--- src/rtl/madd_sweep_pkg.sv ---
// Shared definitions for the approximate multiply-add error sweep.
// Holds operand/result widths, the sweep FSM state type, the number of
// vectors in an exhaustive sweep and the exact a*b+c reference function.
package madd_sweep_pkg;

    localparam int unsigned OP_W  = 2;            // a, b, c operand width
    localparam int unsigned RES_W = 4;            // netlist result width
    localparam int unsigned VEC_W = 3 * OP_W;     // packed input vector width
    localparam int unsigned N_VEC = 1 << VEC_W;   // 64 vectors per sweep

    typedef enum logic [2:0] {
        IDLE,
        DRIVE,
        WAIT,
        CHECK,
        DONE
    } state_e;

    // Exact model: a = v[1:0], b = v[3:2], c = v[5:4]; result 0..12.
    function automatic logic [RES_W-1:0] madd_exact(input logic [VEC_W-1:0] v);
        logic [RES_W-1:0] a;
        logic [RES_W-1:0] b;
        logic [RES_W-1:0] c;
        a = {2'b00, v[1:0]};
        b = {2'b00, v[3:2]};
        c = {2'b00, v[5:4]};
        return a * b + c;
    endfunction

endpackage

--- src/rtl/madd_exact_ref.sv ---
// Combinational exact reference for the 6-input/4-output multiply-add.
// Ports:
//   vec_i   [5:0]  packed operands {c, b, a}
//   exact_o [3:0]  a*b + c
module madd_exact_ref
    import madd_sweep_pkg::*;
(
    input  logic [VEC_W-1:0] vec_i,
    output logic [RES_W-1:0] exact_o
);

    assign exact_o = madd_exact(vec_i);

endmodule

--- src/rtl/madd_err_sweep_ctrl.sv ---
// Exhaustive in-system error characterisation of an approximate a*b+c
// netlist. Walks all 64 input vectors, compares each response with the
// exact model and accumulates worst-case, count and sum of |error|.
// Ports:
//   clk, rst        clock, asynchronous active-high reset
//   start, abort    host control (start honoured only in IDLE)
//   vec_o    [5:0]  vector driven into the approximate netlist
//   approx_i [3:0]  netlist response, sampled in CHECK only
//   busy, done      sweep in progress / one-cycle completion pulse
//   pass            max_err <= ET, valid from done until next start
//   max_err, worst_vec, err_count, err_sum   accumulated statistics
module madd_err_sweep_ctrl
    import madd_sweep_pkg::*;
#(
    parameter logic [3:0]  ET      = 4'd2,
    parameter int unsigned DUT_LAT = 0
) (
    input  logic             clk,
    input  logic             rst,
    input  logic             start,
    input  logic             abort,
    output logic [VEC_W-1:0] vec_o,
    input  logic [RES_W-1:0] approx_i,
    output logic             busy,
    output logic             done,
    output logic             pass,
    output logic [3:0]       max_err,
    output logic [VEC_W-1:0] worst_vec,
    output logic [6:0]       err_count,
    output logic [9:0]       err_sum
);

    // Last value of the wait counter; unused when DUT_LAT is 0.
    localparam logic [2:0] LAT_LAST = 3'((DUT_LAT == 0) ? 0 : DUT_LAT - 1);

    state_e           state_q, state_d;
    logic [VEC_W-1:0] vec_q, vec_d;
    logic [2:0]       cnt_q, cnt_d;
    logic [3:0]       max_q, max_d;
    logic [VEC_W-1:0] worst_q, worst_d;
    logic [6:0]       ecnt_q, ecnt_d;
    logic [9:0]       sum_q, sum_d;
    logic             pass_q, pass_d;
    logic             busy_q, busy_d;
    logic             done_q, done_d;

    logic [RES_W-1:0] exact;
    logic [3:0]       err;

    madd_exact_ref u_ref (
        .vec_i   (vec_q),
        .exact_o (exact)
    );

    // Absolute difference; the magnitude always fits in 4 bits.
    assign err = (approx_i >= exact) ? (approx_i - exact) : (exact - approx_i);

    always_comb begin
        state_d = state_q;
        vec_d   = vec_q;
        cnt_d   = cnt_q;
        max_d   = max_q;
        worst_d = worst_q;
        ecnt_d  = ecnt_q;
        sum_d   = sum_q;
        pass_d  = pass_q;

        unique case (state_q)
            IDLE: begin
                if (start) begin
                    state_d = DRIVE;
                    vec_d   = '0;
                    max_d   = '0;
                    worst_d = '0;
                    ecnt_d  = '0;
                    sum_d   = '0;
                    pass_d  = 1'b0;
                end
            end
            DRIVE: begin
                if (abort) begin
                    state_d = IDLE;
                    pass_d  = 1'b0;
                end else if (DUT_LAT > 0) begin
                    state_d = WAIT;
                    cnt_d   = '0;
                end else begin
                    state_d = CHECK;
                end
            end
            WAIT: begin
                if (abort) begin
                    state_d = IDLE;
                    pass_d  = 1'b0;
                end else if (cnt_q == LAT_LAST) begin
                    state_d = CHECK;
                end else begin
                    cnt_d = cnt_q + 3'd1;
                end
            end
            CHECK: begin
                if (abort) begin
                    state_d = IDLE;
                    pass_d  = 1'b0;
                end else begin
                    if (err != '0) ecnt_d = ecnt_q + 7'd1;
                    sum_d = sum_q + 10'(err);
                    if (err > max_q) begin
                        max_d   = err;
                        worst_d = vec_q;
                    end
                    if (vec_q == VEC_W'(N_VEC - 1)) begin
                        state_d = DONE;
                        // Use the updated maximum so the last vector counts.
                        pass_d  = (max_d <= ET);
                    end else begin
                        vec_d   = vec_q + 1'b1;
                        state_d = DRIVE;
                    end
                end
            end
            DONE: begin
                state_d = IDLE;
            end
            default: begin
                state_d = IDLE;
            end
        endcase

        busy_d = (state_d == DRIVE) || (state_d == WAIT) || (state_d == CHECK);
        done_d = (state_d == DONE);
    end

    always_ff @(posedge clk or posedge rst) begin
        if (rst) begin
            state_q <= IDLE;
            vec_q   <= '0;
            cnt_q   <= '0;
            max_q   <= '0;
            worst_q <= '0;
            ecnt_q  <= '0;
            sum_q   <= '0;
            pass_q  <= 1'b0;
            busy_q  <= 1'b0;
            done_q  <= 1'b0;
        end else begin
            state_q <= state_d;
            vec_q   <= vec_d;
            cnt_q   <= cnt_d;
            max_q   <= max_d;
            worst_q <= worst_d;
            ecnt_q  <= ecnt_d;
            sum_q   <= sum_d;
            pass_q  <= pass_d;
            busy_q  <= busy_d;
            done_q  <= done_d;
        end
    end

    assign vec_o     = vec_q;
    assign busy      = busy_q;
    assign done      = done_q;
    assign pass      = pass_q;
    assign max_err   = max_q;
    assign worst_vec = worst_q;
    assign err_count = ecnt_q;
    assign err_sum   = sum_q;

endmodule

--- config.mk ---
export PLATFORM = sky130hd
export DESIGN_NAME = madd_err_sweep_ctrl
export DESIGN_NICKNAME = d
export VERILOG_FILES = /design/src/rtl/madd_sweep_pkg.sv /design/src/rtl/madd_exact_ref.sv /design/src/rtl/madd_err_sweep_ctrl.sv
export SDC_FILE = /design/constraint.sdc
export NUM_CORES = 1
export LEC_CHECK = 0
export CAP_MARGIN = 40
export CORE_MARGIN = 4
export CORE_UTILIZATION = 48
export DETAILED_ROUTE_END_ITERATION = 6
export GPL_TIMING_DRIVEN = 0
export HOLD_SLACK_MARGIN = 0.05
export PLACE_DENSITY = 0.75
export REMOVE_ABC_BUFFERS = 1
export SYNTH_ARGS = -nofsm -noshare
export SYNTH_HDL_FRONTEND = slang
export SYNTH_SLANG_ARGS = --single-unit
export TNS_END_PERCENT = 5
--- constraint.sdc ---
create_clock -name clk -period 4.3 [get_ports clk]
set_input_delay 1.075 -clock clk [delete_from_list [all_inputs] [get_ports clk]]
set_output_delay 1.075 -clock clk [all_outputs]
set_load 0.005 [all_outputs]
==> metrics, run 1 <==
vias in the first global route=2314; ANT cells=0; capturing point of the worst reg2reg path=max_err[2]; startpoint types=register; Syn. warnings=0; post-synth cell types=52; outcome=finished, final reports clean; Hold Startpoint=cnt_q[2]; Post-Syn Area per Cell=9.362 um^2; initial antenna violation count=0; Synth Instances=284; Area Growth Syn to Fin=29.79%; Hold Violations, Final=0; relative max-transition margin=42.43%; Multi-input gate area=1531 um^2; Seq/Total Area, Yosys=39.53%; Nets=371; Synth Cell Area=2659 um^2; final std cells w/o fill=407; top-count cell post-synth=dfrtp_1; FF/Latch Area=1052 um^2; IO Port Bufs=43; hold_buf cts=0; Peak VDD IR=294.8 uV; initial core utilization=50.76%; maximum clock frequency=242.0 MHz; placed cell count=391; list of most frequent post-synthesis cells=42 x dfrtp_1, 32 x inv_1, 22 x ha_1; GRT Residual Overflow=0; Critical Path Sink Type=register; Worst EP required=4.50 ns; Clock H-tree levels=2; FF-to-FF setup slack=0.17 ns; Synth Register Bits=42; DRT Wirelength=6294 um; 1st-pass router iterations=4; Worst-Margin Slew=0.8570 ns; P_leak=0.001524 uW; Sink Count=42; Top FF cell, synth=dfrtp_1; DIE WIDTH=82.43 um; kind of critical path=register to register; clk_lat worst skew=0.30 ns; Worst Path Arrival=4.33 ns; Hold Path Class=register to register; clock skew=0.005337 ns; pwr/cell area=412.5 nW/um^2; EDFF count, synth=0; Routability Congestion=0.8826; # DRC=0; Tmin final=4.132 ns; Place WS=-0.5283 ns; die height=82.43 um; crit share post-route=96.10%; Max-Cap Viols=0; Core ar.=5238 um^2; fin worst setup slack=0.1677 ns; post-route ant nets=0; vias per inst=5.600; Num CTS Buffers=5; Yosys top cell by area=dfrtp_1; final setup vio count=0; Clock Pin Slew Worst Setup and Hold Paths=0.09 ns; synth top area cells=dfrtp_1 40%, ha_1 10%, inv_1 4.5%; Slew Limit Fails=0; Max Buffers Root-to-Sink=2; WL/cell=15.46 um; Critical R2R Launch=vec_o[2]; first-pass GRT wire length=10600 um; ys async rst share=100.0%; initial detailed-routing violation count=113; Synth top area share=39.53%; Worst Hold Path EP=cnt_q[2]; Ports=44; number of core rows=26; Clock Tree Root=clkbuf_8; critical-path maximum fanout=6; WHS Path Cells=1; via count=2279; # fillers=420; overall routing resource usage=20.42%; largest net degree at the start of global routing=24; dpl hpwl=4492 um; reg2reg path depth=16; CTS tree=built; Die Area=6794 um^2; RSZ-0062 raised after global routing=true; fraction of layout instances using a drive strength above 1=14.24%
[worst max path at each step]
stage | start | endpoint | slack (ns) | depth (start not counted)
finish | vec_o[2] | max_err[2] | 0.17 | 16
global route | vec_o[2] | err_sum[9] | -0.03 | 18
CTS | vec_o[0] | max_err[2] | 0.002 | 17
detailed placement | approx_i[0] | max_err[2] | -0.53 | 13
global placement | approx_i[0] | max_err[2] | -0.47 | 13
floorplan | vec_o[1] | max_err[2] | -0.04 | 17
[area by class of cell]
type | instances | share of cell area (%)
Clock buffer | 5 | 1.994
Clock inverter | 3 | 1.305
Inverter | 32 | 3.481
Multi-Input combinational cell | 201 | 44.38
Sequential cell | 42 | 30.49
Tap cell | 70 | 2.538
Timing Repair Buffer | 54 | 15.81
[kinds of logic after synthesis]
logic type	count (synthesis)	share of synthesized area, %
simple gates	91	17.51
xor+xnor	13	4.282
buf+inv	41	6.071
compound gates	69	17.93
fa+ha+maj	27	14.12
flops	42	39.53
mux	1	0.5645
[sequential cells by signal, summed over array words and instances (netlist names), 3 cells and up]
name       count
cnt_q          3
err_count      7
err_sum       10
max_err        4
state_q        3
vec_o          6
worst_vec      6
[report_power, final]
group | total [uW] | leakage [uW] | internal, uW | switching [uW]
Sequential | 544 | 0.000572 | 465 | 78.6
Clock | 319 | 0.0000504 | 173 | 146
Combinational | 561 | 0.000901 | 272 | 289
Total | 1420 | 0.00152 | 909 | 514
[layout by cell type, fill, tap and decap left out, types with 8 or more instances in the layout]
cell type | Yosys | layout
clkdlybuf4s50_1 | 0 | 43
dfrtp_1 | 42 | 41
inv_1 | 32 | 30
nand3_1 | 20 | 20
ha_1 | 22 | 20
nand2_1 | 21 | 18
o21ai_0 | 20 | 17
nor2_1 | 16 | 16
a21oi_1 | 11 | 9
buf_4 | 1 | 9
xnor2_1 | 8 | 8
[critical path, stage by stage, from the launching register on]
cell and delay [ns]:
dfrtp_1 0.39, nand2_2 0.08, fa_1 0.50, inv_1 0.04, ha_1 0.18, inv_1 0.06, fa_1 0.44, ha_1 0.27
a21o_1 0.17, a211oi_1 0.42, o22ai_4 0.18, ha_1 0.32, o21a_1 0.15, o21ai_2 0.08, a211o_4 0.36, and3_1 0.19
a31o_2 0.21
[routing by layer]
metal	track usage, %	part of all wire (%)
met1	25.71	43
met2	33.73	49
met3	4.447	5.0
met4	8.638	2.4
met5	0	0
[through the flow]
| step | area (um^2) | setup TNS (ns) | hold WS [ns] | util, % | power (uW) |
|---|---|---|---|---|---|
| 3_3_place_gp | 3136 | -4.119 | 0.4608 | 59.87 | 1026 |
| 4_1_cts | 3388 | 0 | 0.4806 | 64.69 | 1406 |
| 2_1_floorplan | 2618 | -0.04451 | 0.4454 | - | 840.3 |
| 5_1_grt | 3451 | -0.05113 | 0.4881 | 65.89 | 1527 |
| 3_5_place_dp | 3178 | -5.245 | 0.4641 | 60.68 | 1059 |
| 6_report | 3451 | 0 | 0.4824 | 65.89 | 1423 |
[what timing repair did]
| action | CTS | global route |
|---|---|---|
| endpoints found under the setup margin | 15 | 17 |
| buffers inserted | 7 | 1 |
| pin swaps | 2 | 2 |
| resized for setup | 9 | 15 |
Power figures use the tool's default switching activity.
==> inputs of run 2 (changes only) <==
--- a/config.mk
+++ b/config.mk
@@ -7,13 +7,14 @@
 export LEC_CHECK = 0
 export CAP_MARGIN = 40
 export CORE_MARGIN = 4
-export CORE_UTILIZATION = 48
+export CORE_UTILIZATION = 49
 export DETAILED_ROUTE_END_ITERATION = 6
 export GPL_TIMING_DRIVEN = 0
-export HOLD_SLACK_MARGIN = 0.05
-export PLACE_DENSITY = 0.75
+export HOLD_SLACK_MARGIN = 0.02
+export PLACE_DENSITY = 0.76
 export REMOVE_ABC_BUFFERS = 1
 export SYNTH_ARGS = -nofsm -noshare
 export SYNTH_HDL_FRONTEND = slang
+export SYNTH_HIERARCHICAL = 1
 export SYNTH_SLANG_ARGS = --single-unit
 export TNS_END_PERCENT = 5
==> metrics, run 2 <==
Max-Cap Viols=0 (unchanged); pwr/cell area=393.0 nW/um^2 (was 412.5 nW/um^2); Seq/Total Area, Yosys=38.87% (was 39.53%); Slowest-stage cell, CP=fa_1 (unchanged); max FFs per register=10 (unchanged); Num CTS Buffers=5 (unchanged); Worst Path Arrival=4.46 ns (was 4.33 ns); Yosys top cell by area=dfrtp_1 (unchanged); IO Port Bufs=43 (unchanged); final setup vio count=0 (unchanged); Area Growth Syn to Fin=29.75% (was 29.79%); top-count cell post-synth=dfrtp_1 (unchanged); dpl hpwl=4317 um (was 4492 um); CP delay by family, top=adder cells (unchanged); Worst-Margin Slew=0.6333 ns (was 0.8570 ns); fin worst setup slack=0.01670 ns (was 0.1677 ns); largest net degree at the start of global routing=23 (was 24); DIE WIDTH=82.29 um (was 82.43 um); Slew Limit Fails=0 (unchanged); Clock H-tree levels=2 (unchanged); clock skew=0.006251 ns (was 0.005337 ns); crit share post-route=99.61% (was 96.10%); Core ar.=5238 um^2 (unchanged); relative max-transition margin=57.60% (was 42.43%); Syn. warnings=6 (was 0); Clock Tree Root=clkbuf_8 (unchanged); # fillers=407 (was 420); list of most frequent post-synthesis cells=42 x dfrtp_1, 32 x inv_1, 21 x ha_1 (was 42 x dfrtp_1, 32 x inv_1, 22 x ha_1); clk_lat worst skew=0.29 ns (was 0.30 ns); number of core rows=26 (unchanged); synth top area cells=dfrtp_1 39%, ha_1 9.7%, inv_1 4.4% (was dfrtp_1 40%, ha_1 10%, inv_1 4.5%); Top FF cell, synth=dfrtp_1 (unchanged); Place WS=-0.4572 ns (was -0.5283 ns); Max Buffers Root-to-Sink=2 (unchanged); Hold Path Class=register to register (unchanged); Nets=371 (unchanged); Tmin final=4.283 ns (was 4.132 ns); GRT Residual Overflow=0 (unchanged); via count=2285 (was 2279); maximum clock frequency=233.5 MHz (was 242.0 MHz); vias per inst=5.614 (was 5.600); Worst EP required=4.47 ns (was 4.50 ns); Fin Setup TNS=0 ns (unchanged); Peak VDD IR=339.8 uV (was 294.8 uV); Post-Syn Area per Cell=9.622 um^2 (was 9.362 um^2); Synth Register Bits=42 (unchanged); Sink Count=42 (unchanged); EDFF count, synth=0 (unchanged); fraction of layout instances using a drive strength above 1=16.02% (was 14.24%); Die Area=6771 um^2 (was 6794 um^2); Synth Cell Area=2704 um^2 (was 2659 um^2); vias in the first global route=2189 (was 2314); CP peak stage delay=0.47 ns (was 0.50 ns); Synth Instances=281 (was 284); post-synth cell types=52 (unchanged); P_leak=0.001513 uW (was 0.001524 uW); Critical Path Sink Type=register (unchanged); initial detailed-routing violation count=165 (was 113); Synth top area share=38.87% (was 39.53%); Ports=44 (unchanged); 1st-pass router iterations=4 (unchanged); Hold Violations, Final=0 (unchanged); post-route core utilization=66.99% (was 65.89%); most frequent cells in the layout=43 x clkdlybuf4s50_1, 39 x dfrtp_1, 31 x inv_1 (was 43 x clkdlybuf4s50_1, 41 x dfrtp_1, 30 x inv_1); post-route ant nets=0 (unchanged); overall routing resource usage=20.17% (was 20.42%); WL/cell=16.02 um (was 15.46 um); cells along the critical path=and2_1 > fa_1 > ha_2 > fa_1 > buf_4 > ha_4 > and3_2 > a22o_1 > a21o_2 > ha_4 > nor2b_4 > o21a_1 > o21ai_4 > a211o_4 > mux2_2 (was nand2_2 > fa_1 > inv_1 > ha_1 > inv_1 > fa_1 > ha_1 > a21o_1 > a211oi_1 > o22ai_4 > ha_1 > o21a_1 > o21ai_2 > a211o_4 > and3_1 > a31o_2); CTS tree=built (unchanged); critical-path maximum fanout=6 (unchanged); startpoint types=register (unchanged); DRT Wirelength=6521 um (was 6294 um); initial core utilization=51.62% (was 50.76%); commonest non-fill, non-tap cell in the layout=clkdlybuf4s50_1 (unchanged); die height=82.29 um (was 82.43 um); Clock Pin Slew Worst Setup and Hold Paths=0.08 ns (was 0.09 ns); first-pass GRT wire length=10540 um (was 10600 um); # DRC=0 (unchanged); RSZ-0062 raised after global routing=true (unchanged); CP Buf/Inv Count=1 (was 2); Routability Congestion=0.8465 (was 0.8826); initial antenna violation count=0 (unchanged); outcome=finished, final reports clean (unchanged); ANT cells=0 (unchanged); kind of critical path=register to register (unchanged); ys async rst share=100.0% (unchanged)
[run 2: repair_timing]
item	4_1_cts	5_1_grt
cloned	2	0
pin swaps	2	12
hold buffers	0	0
setup endpoints to repair	16	18
resized for setup	16	10
buffers inserted	5	5
[run 2: report_power, final]
group | total [uW] | switching, uW | internal (uW)
clock | 239 | 127 | 112
combinational | 597 | 306 | 291
sequential | 543 | 76.8 | 467
[run 2: per-layer routing]
layer  vias up  track usage [%]  part of all wire, %
li1       1098                -                    -
met1      1102            26.70                   43
met2        76            32.85                   48
met3         9            4.555                  7.3
met4         0            6.146                  1.4
met5         -                0                    0
[run 2: cell type report]
type                            instances  area, um^2  area share [%]
Inverter                               32       120.1           3.424
Clock buffer                            7       76.32           2.175
Timing Repair Buffer                   55       544.3           15.51
Tap cell                               70       87.58           2.496
Sequential cell                        42        1055           30.06
Multi-Input combinational cell        201        1625           46.33
[run 2: logic make-up after synthesis]
group	count (synthesis)	share of synthesized area, %
AND/OR/NAND/NOR	94	20.13
AO/OA/AOI/OAI	64	15.73
flip-flops	42	38.87
buffers and inverters	40	6.663
adder cells (fa/ha/maj)	26	13.42
XOR/XNOR	13	4.211
multiplexers	2	0.9716
[run 2: path summary, 6_finish.rpt]
kind	startpoint	end	slack (ns)	cells past startpoint
max reg2reg	vec_o[2]	max_err[2]	0.02	15
min	cnt_q[2]	cnt_q[2]	0.48	1
max	vec_o[2]	max_err[2]	0.02	15
min reg2reg	cnt_q[2]	cnt_q[2]	0.48	1
min in group asynchronous	rst	err_count[5]	1.12	2
max in group asynchronous	rst	max_err[2]	2.71	3
[run 2: metrics by stage]
step / cell area, um^2 / power, uW / instances / hold slack [ns]
after floorplan: 2644 / 839.3 / 273 / 0.4365
final: 3508 / 1379 / 407 / 0.4766
after detailed placement: 3201 / 1044 / 388 / 0.4697
after global routing: 3508 / 1479 / 407 / 0.4960
after global placement: 3162 / 1021 / 386 / 0.4588
after CTS: 3406 / 1335 / 402 / 0.4857
==> inputs of run 3 (changes only) <==
--- a/config.mk
+++ b/config.mk
@@ -5,6 +5,7 @@
 export SDC_FILE = /design/constraint.sdc
 export NUM_CORES = 1
 export LEC_CHECK = 0
+export ABC_CLOCK_PERIOD_IN_PS = 4300
 export CAP_MARGIN = 40
 export CORE_MARGIN = 4
 export CORE_UTILIZATION = 49
@@ -13,6 +14,7 @@
 export HOLD_SLACK_MARGIN = 0.02
 export PLACE_DENSITY = 0.76
 export REMOVE_ABC_BUFFERS = 1
+export SLEW_MARGIN = 25
 export SYNTH_ARGS = -nofsm -noshare
 export SYNTH_HDL_FRONTEND = slang
 export SYNTH_HIERARCHICAL = 1
==> metrics, run 3 (synthesis gave the netlist of run 2 again) <==
outcome=finished, final reports clean (unchanged); Nets=370 (was 371); Critical Path Sink Type=register (unchanged); RSZ-0062 raised after global routing=true (unchanged); overall routing resource usage=20.67% (was 20.17%); crit share post-route=98.38% (was 99.61%); die height=82.29 um (unchanged); Clock Tree Root=clkbuf_8 (unchanged); number of core rows=26 (unchanged); pwr/cell area=408.6 nW/um^2 (was 393.0 nW/um^2); Clock H-tree levels=2 (unchanged); CP Buf/Inv Count=1 (unchanged); # DRC=0 (unchanged); fraction of layout instances using a drive strength above 1=16.91% (was 16.02%); commonest non-fill, non-tap cell in the layout=clkdlybuf4s50_1 (unchanged); final std cells w/o fill=407 (unchanged); initial antenna violation count=0 (unchanged); post-route ant nets=0 (unchanged); post-route core utilization=67.44% (was 66.99%); Die Area=6771 um^2 (unchanged); Max Buffers Root-to-Sink=2 (unchanged); Peak VDD IR=395.9 uV (was 339.8 uV); CTS tree=built (unchanged); maximum clock frequency=236.4 MHz (was 233.5 MHz); WL/cell=16.20 um (was 16.02 um); IO Port Bufs=43 (unchanged); WHS Path Cells=1 (unchanged); dpl hpwl=4311 um (was 4317 um); P_leak=0.001517 uW (was 0.001513 uW); initial detailed-routing violation count=135 (was 165); FF-to-FF setup slack=0.07 ns (was 0.02 ns); Worst Hold Path EP=cnt_q[2] (unchanged); placed cell count=387 (was 388); Hold Path Class=register to register (unchanged); Worst-Margin Slew=0.7531 ns (was 0.6333 ns); final setup vio count=0 (unchanged); reg2reg path depth=15 (unchanged); clock skew=0.01191 ns (was 0.006251 ns); Ports=44 (unchanged); Critical R2R Launch=vec_o[2] (unchanged); clk_lat worst skew=0.31 ns (was 0.29 ns); Sink Count=42 (unchanged); GRT Residual Overflow=0 (unchanged); Worst EP required=4.49 ns (was 4.47 ns); initial core utilization=51.62% (unchanged); Slew Limit Fails=0 (unchanged); Hold Startpoint=cnt_q[2] (unchanged); Clock Pin Slew Worst Setup and Hold Paths=0.09 ns (was 0.08 ns); relative max-transition margin=49.74% (was 57.60%); DRT Wirelength=6593 um (was 6521 um); via count=2269 (was 2285); Worst Path Arrival=4.42 ns (was 4.46 ns); critical-path maximum fanout=7 (was 6); Routability Congestion=0.8465 (unchanged); hold_buf cts=0 (unchanged); CP peak stage delay=0.46 ns (was 0.47 ns); most frequent cells in the layout=43 x clkdlybuf4s50_1, 39 x dfrtp_1, 31 x inv_1 (unchanged); vias per inst=5.575 (was 5.614); Max-Cap Viols=0 (unchanged); cells along the critical path=and2_1 > fa_1 > ha_2 > fa_1 > inv_1 > ha_2 > a21o_1 > a22o_1 > a21o_2 > ha_4 > nor2b_4 > o21a_1 > o21ai_4 > a211o_4 > mux2_2 (was and2_1 > fa_1 > ha_2 > fa_1 > buf_4 > ha_4 > and3_2 > a22o_1 > a21o_2 > ha_4 > nor2b_4 > o21a_1 > o21ai_4 > a211o_4 > mux2_2); capturing point of the worst reg2reg path=max_err[2] (unchanged); max FFs per register=10 (unchanged); ANT cells=0 (unchanged); Core ar.=5238 um^2 (unchanged); startpoint types=register (unchanged); Slowest-stage cell, CP=fa_1 (unchanged); # fillers=414 (was 407); first-pass GRT wire length=10590 um (was 10540 um); vias in the first global route=2212 (was 2189); DIE WIDTH=82.29 um (unchanged); kind of critical path=register to register (unchanged); Tmin final=4.230 ns (was 4.283 ns); CP delay by family, top=adder cells (unchanged); Hold Violations, Final=0 (unchanged); Area Growth Syn to Fin=30.63% (was 29.75%); largest net degree at the start of global routing=23 (unchanged); Num CTS Buffers=5 (unchanged); 1st-pass router iterations=4 (unchanged)
-- run 3: changes by cell type in the layout (fill, tap and decap cells not counted), sizes merged --
cell      change
buf           -1
bufinv        +1
clkbuf        -1
clkinvlp      +1
-- run 3: layer usage --
metal / vias up / GRT usage [%] / wire (um)
li1: 1092 / - / -
met1: 1107 / 26.96 / 2869
met2: 64 / 32.77 / 3228
met3: 6 / 4.989 / 419
met4: 0 / 8.638 / 75
met5: - / 0 / 0
-- run 3: report_power, final --
| part | internal (uW) | switching, uW |
|---|---|---|
| Sequential | 467 | 77.3 |
| Clock | 173 | 146 |
| Combinational | 282 | 297 |
| Total | 922 | 521 |
-- run 3: worst max-delay path by stage --
stage | depth (start not counted) | to | from | slack (ns)
final | 15 | max_err[2] | vec_o[2] | 0.07
after global routing | 17 | worst_vec[1] | vec_o[2] | -0.12
after CTS | 15 | max_err[2] | vec_o[0] | 0.00004
after detailed placement | 13 | max_err[2] | vec_o[0] | -0.45
after global placement | 13 | max_err[2] | vec_o[0] | -0.42
after floorplan | 13 | max_err[2] | vec_o[0] | -0.07
-- run 3: cell type report --
class	instances	area, um^2	area share, %
Timing Repair Buffer	54	533.0	15.09
Multi-Input combinational cell	201	1627	46.05
Tap cell	70	87.58	2.480
Clock buffer	6	72.57	2.055
Sequential cell	42	1055	29.86
Inverter	32	120.1	3.401
Clock inverter	2	37.54	1.063
-- run 3: metrics by stage --
| stage | instance area, um^2 | TNS, ns | setup slack, ns | hold WS [ns] | total power (uW) |
|---|---|---|---|---|---|
| after floorplan | 2644 | -0.07136 | -0.07136 | 0.4365 | 839.3 |
| after global placement | 3162 | -3.392 | -0.4238 | 0.4588 | 1021 |
| after detailed placement | 3192 | -3.958 | -0.4546 | 0.4697 | 1037 |
| after CTS | 3435 | 0 | 0.00003908 | 0.4872 | 1417 |
| after global routing | 3532 | -0.9007 | -0.1207 | 0.4980 | 1539 |
| final | 3532 | 0 | 0.06965 | 0.4784 | 1443 |
-- run 3: what timing repair did --
item	4_1_cts	5_1_grt
setup buffers	5	5
setup endpoints to repair	17	18
resized for setup	17	10
cloned	2	0
pin swaps	2	10
==> edit, RTL diff (config.mk and constraints of run 3) <==
`OP_W`: 2 -> 4.
--- a/src/rtl/madd_sweep_pkg.sv
+++ b/src/rtl/madd_sweep_pkg.sv
@@ -3,7 +3,7 @@
 // vectors in an exhaustive sweep and the exact a*b+c reference function.
 package madd_sweep_pkg;
 
-    localparam int unsigned OP_W  = 2;            // a, b, c operand width
+    localparam int unsigned OP_W  = 4;            // a, b, c operand width
     localparam int unsigned RES_W = 4;            // netlist result width
     localparam int unsigned VEC_W = 3 * OP_W;     // packed input vector width
     localparam int unsigned N_VEC = 1 << VEC_W;   // 64 vectors per sweep
Interface: changed (resized vec_o and worst_vec); port bits go from 44 to 56. No check against the original RTL was run, so the function may have changed too.
==> edit against run 3 <==
Via count is 22% higher. Synthesized cell count up 20%. Cell count increased by 17%. Count of clock-buffer cells in the layout unchanged. Sequential power increased by 15%. Wire length is 25% higher. Critical path depth grew 1. Setup slack got worse by 0.031 ns. Power grew 5.9%. Sequential cell count is 12 higher. Design area grew 19%. Area after synthesis up 21%.
==> edit: results (changes against run 3) <==
SYNTH
---------------------------------------------------------------------------------
Share of synthesized flip-flops with an asynchronous set or reset            100%   unchanged
Largest cells by area after synthesis                                dfrtp_1 (41%), ha_1 (8.0%), inv_1 (4.5%)
Portion of the post-synthesis area used by sequential elements              41.2%   +2.4 points
Synth warnings                                                                  6   unchanged
Leading cell types by count after synthesis                          dfrtp_1 (54), inv_1 (39), ha_1 (21), nor2_1 (21), nand4_1 (19)
Post-synth cell types                                                          57   +9.6%

CELLS AND AREA
---------------------------------------------------------------------------------
Diodes inserted                                                                 0   unchanged
Net count of the finished layout                                              434   +17%
Fraction of layout cells with a size suffix above 1                         15.5%   -1.4 points
Fill cell total of the finished layout                                        509   +23%

PLACE
---------------------------------------------------------------------------------
Final weighted congestion in routability-driven placement                   0.838   -0.96%
Number of port buffers                                                         55   +28%
DP Wirelength                                                             5.41 mm   +26%

MIN PATH
---------------------------------------------------------------------------------
Worst hold start                                                         cnt_q[2]
Worst hold endpoint                                                      cnt_q[2]
Hold Crit Class                                                           reg2reg
Worst Hold Path Cells                                                           1   unchanged

CRITICAL PATH
---------------------------------------------------------------------------------
Slowest library cell on the worst path                                       fa_1
Worst R2R Path Depth                                                           16   +1
Arrival time of the worst setup path                                      4.49 ns   +0.07 ns
Worst-path maximum fanout                                                       9   +2
Worst R2R Start                                                          vec_o[0]
Gate family responsible for the most delay along the worst path       adder cells
Reg2reg end                                                          worst_vec[8]
Flop2flop setup slack                                                     0.04 ns   -0.03 ns
Critical path's largest stage delay                                       0.45 ns

POWER
---------------------------------------------------------------------------------
Leakage                                                                0.00175 uW   +15%
Max VDD drop                                                             0.231 mV   -42%
Internal power of the cells                                                963 uW   +4.4%

DRT
---------------------------------------------------------------------------------
Routed wire length                                                        8.25 mm   +25%
Number of iterations in the first detailed-routing pass                         4   unchanged
1st-iter DRT viols                                                            163   +21%
Vias after detailed routing                                                  2757   +22%

CLOCKING
---------------------------------------------------------------------------------
Clock Pin Slew Worst Setup and Hold Paths                                 0.10 ns
Root buffer cell                                                         clkbuf_8
Clock latency of the later-clocked register in the worst-skew pair        0.31 ns   about the same
H-Tree Depth                                                                    2   unchanged
Largest buffer count on any clock path                                          2   unchanged
Clock buffers created by TritonCTS                                              5   unchanged

GLOBAL ROUTING
---------------------------------------------------------------------------------
Antenna violations before repair                                                0   unchanged
First-pass GRT wire length                                                13.4 mm   +27%
GRT Resource Usage Total                                                    20.1%   -0.61 points
Largest net degree at the start of global routing                              55   +140%
Vias in the first global route                                               2766   +25%

STA
---------------------------------------------------------------------------------
Slew at the pin with the worst max-slew slack                            0.799 ns   +0.0463 ns
Worst hold margin                                                        0.473 ns   -0.00548 ns
Final setup skew                                                       0.00931 ns   -0.00260 ns

OUTCOME
---------------------------------------------------------------------------------
Run status                                                           finished clean

==> edit: what timing repair did <==
item | in CTS | in global routing
buffers inserted | 3 | 9
pin swaps | 2 | 11
setup endpoints to repair | 22 | 23
gates resized for setup | 12 | 24
cloned | 0 | 1
==> edit: power by group through the flow <==
stage               Sequential, uW  Combinational [uW]  Clock [uW]
floorplan                      625                 288           0
global placement               635                 466           0
finish                         627                 625         276
global route                   636                 687         299
detailed placement             638                 495           0
CTS                            629                 543         280
==> edit: cell families (layout without fill, tap and decap cells) <==
| family | count (synthesis) | count (layout) | share of synthesized area [%] |
|---|---|---|---|
| mux | 4 | 4 | 1.49 |
| xor+xnor | 18 | 18 | 4.81 |
| simple gates | 109 | 109 | 19.3 |
| fa+ha+maj | 26 | 26 | 11.1 |
| compound gates | 73 | 73 | 14.9 |
| buf+inv | 53 | 116 | 7.18 |
| flops | 54 | 54 | 41.2 |
==> edit: worst register-to-register path, stage by stage (launching register included) <==
cell	delay [ns]
dfrtp_2	0.43
and2_4	0.17
fa_1	0.45
ha_2	0.19
fa_2	0.35
inv_1	0.08
ha_1	0.35
a21oi_4	0.25
mux2_4	0.33
o211a_4	0.29
ha_4	0.24
o21a_1	0.11
o21a_1	0.24
o21ai_4	0.22
a21oi_4	0.12
clkbuf_16	0.22
o21ai_1	0.15
==> edit: metrics by stage <==
step / instance area (um^2) / worst slack, ns / power (uW) / cells / utilization, %
after floorplan: 3190 / -0.109 / 913 / 323 / -
after global placement: 3830 / -0.797 / 1100 / 455 / 59.7
after detailed placement: 3860 / -0.578 / 1130 / 457 / 60.0
after CTS: 4020 / 0.0105 / 1450 / 467 / 62.6
after global routing: 4210 / -0.0788 / 1620 / 477 / 65.5
final: 4210 / 0.0387 / 1530 / 477 / 65.5
==> edit: cell type report <==
class | count | area (um^2) | area share (%)
Timing Repair Buffer | 70 | 697 | 16.6
Clock buffer | 6 | 72.6 | 1.72
Clock inverter | 1 | 7.51 | 0.178
Multi-Input combinational cell | 230 | 1830 | 43.5
Inverter | 39 | 149 | 3.54
Sequential cell | 54 | 1360 | 32.2
Tap cell | 77 | 96.3 | 2.29
==> edit: how the worst max path moves through the flow <==
stage / endpoint / depth (start not counted) / startpoint
final: worst_vec[8] / 16 / vec_o[0]
after floorplan: worst_vec[0] / 14 / vec_o[0]
after global placement: worst_vec[9] / 14 / vec_o[3]
after detailed placement: worst_vec[8] / 14 / vec_o[3]
after CTS: worst_vec[8] / 16 / vec_o[0]
after global routing: worst_vec[8] / 16 / vec_o[0]
==> edit: metal layers <==
layer,global-route usage (%),wire length [um],share of wire [%],vias up
met2,32.6,3980,48,84
met5,0,0,0,-
met3,4.51,438,5.3,12
li1,-,-,-,1299
met4,5.75,127,1.5,0
met1,27.0,3710,45,1362
